==> src/rtl/mux_scan_serializer.sv <==
// Scan driver/collector for an N-to-1 mux: drives a loaded word onto the mux data inputs,
// walks the select lines, samples the mux output after a settle delay and streams the bits out.
module mux_scan_serializer #(
    parameter int DATA_W     = 8,
    parameter int SEL_W      = 4,
    parameter int NUM_CH     = 8,
    parameter int SETTLE_CYC = 1,
    parameter int ERR_W      = 8
) (
    input  logic              clk,
    input  logic              rst_n,
    input  logic              load_valid,
    output logic              load_ready,
    input  logic [DATA_W-1:0] load_data,
    output logic [DATA_W-1:0] mux_data,
    output logic [SEL_W-1:0]  mux_sel,
    input  logic              mux_out,
    output logic              ser_valid,
    input  logic              ser_ready,
    output logic              ser_bit,
    output logic              ser_last,
    output logic              busy,
    output logic [ERR_W-1:0]  err_cnt,
    output logic [1:0]        dbg_state
);

    // Handshakes: a transfer happens on a rising edge where valid && ready; the source
    // keeps valid and its payload stable until that edge and never drops valid early.

    localparam int                CNT_W       = (SETTLE_CYC > 1) ? $clog2(SETTLE_CYC) : 1;
    localparam logic [CNT_W-1:0]  SETTLE_LAST = CNT_W'(SETTLE_CYC - 1);
    localparam logic [SEL_W-1:0]  LAST_SEL    = SEL_W'(NUM_CH - 1);

    typedef enum logic [1:0] {
        ST_IDLE   = 2'd0,
        ST_SETTLE = 2'd1,
        ST_OUT    = 2'd2
    } state_t;

    state_t              r_state;
    state_t              w_state_nxt;
    logic [DATA_W-1:0]   r_mux_data;
    logic [SEL_W-1:0]    r_mux_sel;
    logic [CNT_W-1:0]    r_settle_cnt;
    logic                r_ser_valid;
    logic                r_ser_bit;
    logic                r_ser_last;
    logic [ERR_W-1:0]    r_err_cnt;

    logic                w_accept;
    logic                w_sample;
    logic                w_handshake;
    logic [DATA_W-1:0]   w_data_shift;
    logic [31:0]         w_sel_ext;
    logic                w_exp_bit;
    logic                w_mismatch;

    // Selects beyond the data width see no driven input, so the mux should read 0 there.
    assign w_data_shift = r_mux_data >> r_mux_sel;
    assign w_sel_ext    = 32'(r_mux_sel);
    assign w_exp_bit    = (w_sel_ext < 32'(DATA_W)) ? w_data_shift[0] : 1'b0;
    assign w_mismatch   = (mux_out != w_exp_bit);

    always_ff @(posedge clk or negedge rst_n) begin
        if (!rst_n) begin
            r_state <= ST_IDLE;
        end else begin
            r_state <= w_state_nxt;
        end
    end

    always_comb begin
        w_state_nxt = r_state;
        w_accept    = 1'b0;
        w_sample    = 1'b0;
        w_handshake = 1'b0;
        case (r_state)
            ST_IDLE: begin
                if (load_valid) begin
                    w_accept    = 1'b1;
                    w_state_nxt = ST_SETTLE;
                end
            end
            ST_SETTLE: begin
                if (r_settle_cnt == SETTLE_LAST) begin
                    w_sample    = 1'b1;
                    w_state_nxt = ST_OUT;
                end
            end
            ST_OUT: begin
                if (r_ser_valid && ser_ready) begin
                    w_handshake = 1'b1;
                    w_state_nxt = r_ser_last ? ST_IDLE : ST_SETTLE;
                end
            end
            default: w_state_nxt = ST_IDLE;
        endcase
    end

    always_ff @(posedge clk or negedge rst_n) begin
        if (!rst_n) begin
            r_mux_data   <= '0;
            r_mux_sel    <= '0;
            r_settle_cnt <= '0;
            r_ser_valid  <= 1'b0;
            r_ser_bit    <= 1'b0;
            r_ser_last   <= 1'b0;
            r_err_cnt    <= '0;
        end else begin
            if (w_accept) begin
                r_mux_data   <= load_data;
                r_mux_sel    <= '0;
                r_settle_cnt <= '0;
            end
            if (r_state == ST_SETTLE && !w_sample) begin
                r_settle_cnt <= r_settle_cnt + 1'b1;
            end
            if (w_sample) begin
                r_ser_bit   <= mux_out;
                r_ser_valid <= 1'b1;
                r_ser_last  <= (r_mux_sel == LAST_SEL);
                if (w_mismatch && (r_err_cnt != '1)) begin
                    r_err_cnt <= r_err_cnt + 1'b1;
                end
            end
            // Data and select are left as-is after the final bit so the mux stays quiet.
            if (w_handshake) begin
                r_ser_valid <= 1'b0;
                r_ser_last  <= 1'b0;
                if (!r_ser_last) begin
                    r_mux_sel    <= r_mux_sel + 1'b1;
                    r_settle_cnt <= '0;
                end
            end
        end
    end

    assign load_ready = (r_state == ST_IDLE);
    assign busy       = (r_state != ST_IDLE);
    assign mux_data   = r_mux_data;
    assign mux_sel    = r_mux_sel;
    assign ser_valid  = r_ser_valid;
    assign ser_bit    = r_ser_bit;
    assign ser_last   = r_ser_last;
    assign err_cnt    = r_err_cnt;
    assign dbg_state  = r_state;

endmodule

==> config.mk <==
export PLATFORM = sky130hd
export DESIGN_NAME = mux_scan_serializer
export DESIGN_NICKNAME = d
export VERILOG_FILES = /design/src/rtl/mux_scan_serializer.sv
export SDC_FILE = /design/constraint.sdc
export NUM_CORES = 1
export LEC_CHECK = 0
export ABC_AREA = 1
export BUFFER_PORTS_ARGS = -buffer_cell sky130_fd_sc_hd__buf_2
export CORE_ASPECT_RATIO = 0.5
export CORE_UTILIZATION = 50
export CTS_CLUSTER_DIAMETER = 200
export CTS_CLUSTER_SIZE = 10
export DETAILED_ROUTE_END_ITERATION = 10
export HOLD_SLACK_MARGIN = 0.1
export PLACE_DENSITY = 0.77
export SLEW_MARGIN = 20
export SYNTH_ARGS = -nofsm -noshare
export SYNTH_HDL_FRONTEND = slang
export SYNTH_SLANG_ARGS = --single-unit
==> constraint.sdc <==
create_clock -name clk -period 1.77 [get_ports clk]
set_input_delay 0.177 -clock clk [delete_from_list [all_inputs] [get_ports clk]]
set_output_delay 0.177 -clock clk [all_outputs]
set_load 0.01 [all_outputs]
======== Yosys cells after proc, flatten, opt, wreduce, memory -nomap -nowiden ========
Index checks and enable logic that the tools add are counted.
Widths: inputs -> output; s select.
cells by class
  add/subtract/negate cells ............... 3
  $lt $le $gt $ge ......................... 1
  equality and inequality tests ........... 8
  shift operators ......................... 1
  mux-type cells .......................... 23
  reduce and logical (&&, ||, !) cells .... 9
operators with widths
  cell                 number
  $mux 1               16
  $mux 4               3
  $add 8x1->8 const B  1
  $ne 8x8->1 const B   1
  $shr 8x4->1          1
  $mux 2               3
  $ne 2x2->1 const B   3
  $pmux 2 s3           1
  $add 4x1->4 const B  1
  $eq 4x3->1 const B   1
  $lt 4x4->1 const B   1
  $reduce_bool 2->1    2
  $logic_and 1x1->1    3
  $reduce_and 3->1     1
  $eq 2x1->1 const B   1
  $eq 2x2->1 const B   1
  $logic_not 2->1      1
  $reduce_and 2->1     1
  $add 1x1->1 const B  1
  $logic_not 1->1      1
  $ne 1x1->1           1
word-level totals
  register bits after elaboration ......... 26
  output and inout port bits .............. 27
  word-level logic and storage cells ...... 53

======== Depth between registers and ports, before layout ========
  depth in word-level cells ............... 7
  mapped depth ............................ 10

======== Worst setup path before layout ========
No wires, ideal clock.
  path kind ............................... register to register
  start ................................... register r_err_cnt[0] (netlist: err_cnt[0])
  end ..................................... register r_err_cnt[5] (netlist: err_cnt[5])
  arrival time ............................ 1349 ps
  slack ................................... 304 ps
  stages on the path, launching flop included .. 9
  path buffers ............................ 0
  period minus slack after synthesis ...... 1466 ps
  path through ............................ dfrtp_1 > ha_1 > nand3_1 > nor2_1 > nand3_1 > nand2_4 > nor2_8 > nand3_1 > nand2_1
between the ends
  longest elaborated chain between the ends .. 3
  elaborated cells between the ends (all ways) .. 4
  classes of those cells .................. add/sub (1); eq/ne (1); reduce/logical (2)
ends and longest elaborated chain
  item                                                                 line  source
  start: declaration                                                   48    logic [ERR_W-1:0] r_err_cnt;
  start signal: assignment                                             123   r_err_cnt <= r_err_cnt + 1'b1;
  parallel branches: the longest is 3 deep, another holds $add 8x1->8  -
Parallel ways; which one is timed is not known.
A chain may end at the register's enable or synchronous reset.

======== Worst setup path after layout ========
  start ................................... register r_err_cnt[0] (netlist: err_cnt[0])
  end ..................................... register r_err_cnt[7] (netlist: err_cnt[7])
Same word-level chain as after synthesis.

==> impl_results.md <==
* Skew final at approximately 0.0035 ns
* Critical path required time at ~1.9 ns
* Post-route worst setup slack at 0.250 ns
* Leakage power figure at ~0.9 nW
* Clock transition at the registers of the reported paths at roughly 0.080 ns
* Share of post-route cells with drive strength above 1 at 0.308
* CTS max path bufs at 2
* Post-synth design cell area at about 1400 um2
* Vias per Instance at around 4.9
* Crit end category: flop
* Average cell area after synthesis at 8.86 um2
* FF-to-FF End: err_cnt[7]
* Syn Inst Count at 155
* Die Height at 39.1 um
* Synthesized net count at 170
* Number of nets at the end of the flow at between 200 and 250
* Pre-CTS setup slack at 0.245 ns
* Least-Margin Pin Slew at approximately 0.57 ns
* Initial antenna violation count at 0
* PD cells at roughly 1500 nW/um2
* Hold WS at 0.158 ns
* Total core area at 2400 um2
* DRC errors left at 0
* Launch instance of the worst min-delay path: load_data[5]
* Post-synthesis share of cell area spent on and, or, nand and nor gates at 0.343
* Final global-route overflow total at 0
* Sink count of the clock tree at 26
* Synth Warn # at 0
* Count of routing violations after the opening detailed-route iteration at 32
* Max-slew violation total from the final report at 0
* Maximum VDD drop at around 0.9 mV
* Mean routed wirelength per cell at between 10 and 15 um
* Via count of the first global-routing pass at roughly 980
* Site Rows at 12
* Critical Path Start Type: flop
* Chip width at about 76 um
* Timing-limited maximum frequency at approximately 0.66 GHz
* Mux cell area share after synthesis at 0
* Final-report setup violation count at 0
* Post-detail-place hpwl at 1.99 mm
* Number of antenna diodes at 0
* Root buffer cell: clkbuf_8
* Most frequent cells in the layout: buf_2 (39), nand2_1 (37), dfrtp_1 (26)
* Worst hold path type: input port to flop
* Post-synthesis compound-gate area fraction at 0.0647
* TritonCTS Buffers at 3
* Aggregate routed wire length at 2.65 mm
* Hold violation total from the final report at 0
* Share of the yosys chip area belonging to registers at 0.474
* Min Clock Period, post-route at around 1.5 ns
* Layout Area Growth over Synthesis at 21.4%
* Final critical-path share of the clock period at 0.859
* Initial Utilization at 0.572
* Number of input and output port buffers inserted at 39
* Data arrival time of the worst path at about 1.7 ns
* Result of the run: complete, no violations
* Pin count of the biggest net entering global routing at 27
* Overall track demand over capacity in global routing at 0.199
* Most common cell after layout, fill and taps aside: buf_2
* Synth cell types at 23
* Max-cap violations at 0
* H-tree levels at 1
* First-pass GRT wire length at 4.36 mm
* Tightest slew margin relative to the limit at 0.621
* Latest clock arrival within the worst-skew pair at approximately 0.26 ns
* Final antenna-violating net count at 0
* Number of optimization iterations in the first detailed-route pass at 4
* Cell count of the worst reg-to-reg path at 8
* Setup CP Type: flop to flop
* RSZ-0062 raised after global routing: false
* I/O pin count at 40
* Total Negative Setup Slacks at 0 ns
* Number of storage elements in the synthesis netlist at 26
* RD Place Congestion at slightly above 0.8
* Post-synthesis share of cell area spent on full adders, half adders and majority gates at 0.0182
* Via count at between 1000 and 1500
* Count of cells resized by post-cts repair at 0
* Hold path endpoint: mux_data[5]
* Slack of the worst reg-to-reg path at roughly 0.25 ns
* Launching point of the worst reg2reg path: err_cnt[0]
* Largest driver fanout on the critical path at 8
* Clock tree from TritonCTS: yes
* Overall die area at roughly 3000 um2
* Largest family of logic cells by synthesized area: simple AND/OR/NAND/NOR gates
* Hold Crit Depth at 3
* Xor/xnor share of the synthesized area at 0.0383
==> metal layers <==
metal  wire length [um]  vias up  global-route usage
li1                   -      585                   -
met1               1230      538               0.235
met2               1300       26               0.366
met3                112        2              0.0588
met4                 11        0              0.0625
met5                  0        -                   0
==> cell usage after synthesis <==
master    number  area share
nand2_1       37        0.10
dfrtp_1       26        0.47
nand3_1       16       0.058
inv_1         15       0.041
nor2_1        13       0.036
a21oi_1        9       0.033
o21ai_1        7       0.025
xor2_1         5       0.032
nand3_2        4       0.029
inv_2          3      0.0082
clkinv_1       2      0.0055
ha_1           2       0.018
nand2_2        2      0.0091
nand2_4        2       0.016
nand3_4        2       0.025
nand4_4        2       0.031
nor2_8         2       0.029
a31o_1         1      0.0064
clkbuf_1       1      0.0027
inv_4          1      0.0046
nand4_1        1      0.0046
nor3_1         1      0.0036
xnor2_1        1      0.0064
==> worst max-delay path, cell delays in order (launching register included) <==
cell,delay (ns)
dfrtp_1,0.41
ha_1,0.20
nand3_1,0.12
nor2_1,0.18
nand3_1,0.20
nand2_4,0.15
nor2_8,0.05
nand3_1,0.07
nand2_1,0.05
==> cells by family (layout without fill, tap and decap cells) <==
kind of cell | count (synthesis) | in the layout
buf+inv | 22 | 65
flops | 26 | 26
fa+ha+maj | 2 | 2
xor+xnor | 6 | 6
simple gates | 82 | 82
compound gates | 17 | 17
==> power breakdown <==
group | internal [W] | total [W] | switching (W)
clock network | 0.000152 | 0.000325 | 0.000172
logic | 0.000476 | 0.00127 | 0.000790
registers | 0.000778 | 0.000929 | 0.000151
==> metrics by stage <==
step	util	cells	total power [W]	instance area, um2
after global routing	0.694	233	0.00273	1670
after floorplan	-	155	0.00182	1370
final	0.694	233	0.00252	1670
after detailed placement	0.673	229	0.00222	1620
after CTS	0.694	233	0.00255	1670
after global placement	0.673	229	0.00218	1620
==> worst max-delay path by stage <==
stage          cells after the start       start  slack, ns         end
5_1_grt                            8  err_cnt[0]        0.1  err_cnt[6]
3_3_place_gp                       8  err_cnt[0]       0.32  err_cnt[7]
2_1_floorplan                      8  err_cnt[0]       0.30  err_cnt[5]
4_1_cts                            8  err_cnt[0]       0.24  err_cnt[2]
3_5_place_dp                       8  err_cnt[0]       0.24  err_cnt[2]
6_report                           8  err_cnt[0]       0.25  err_cnt[7]
==> layout make-up <==
class                   instances  area [um2]
clock buffers                   3        41.3
repair buffers                 41         213
well taps                      35        43.8
inverters                      21        81.3
fillers                       214         734
multi-input cells             107         638
flip-flops and latches         26         651
==> state kept, by name, summed over array words and instances, names as in the netlist <==
signal        cells
mux_data          8
ser_last          1
mux_sel           4
ser_bit           1
err_cnt           8
ser_valid         1
dbg_state         2
r_settle_cnt      1
==> timing repair <==
action,in CTS,in global routing
endpoints found under the hold margin,26,0
buffers inserted,0,0
hold buffers,1,0
Note: power is estimated with default switching activity, not from simulation.
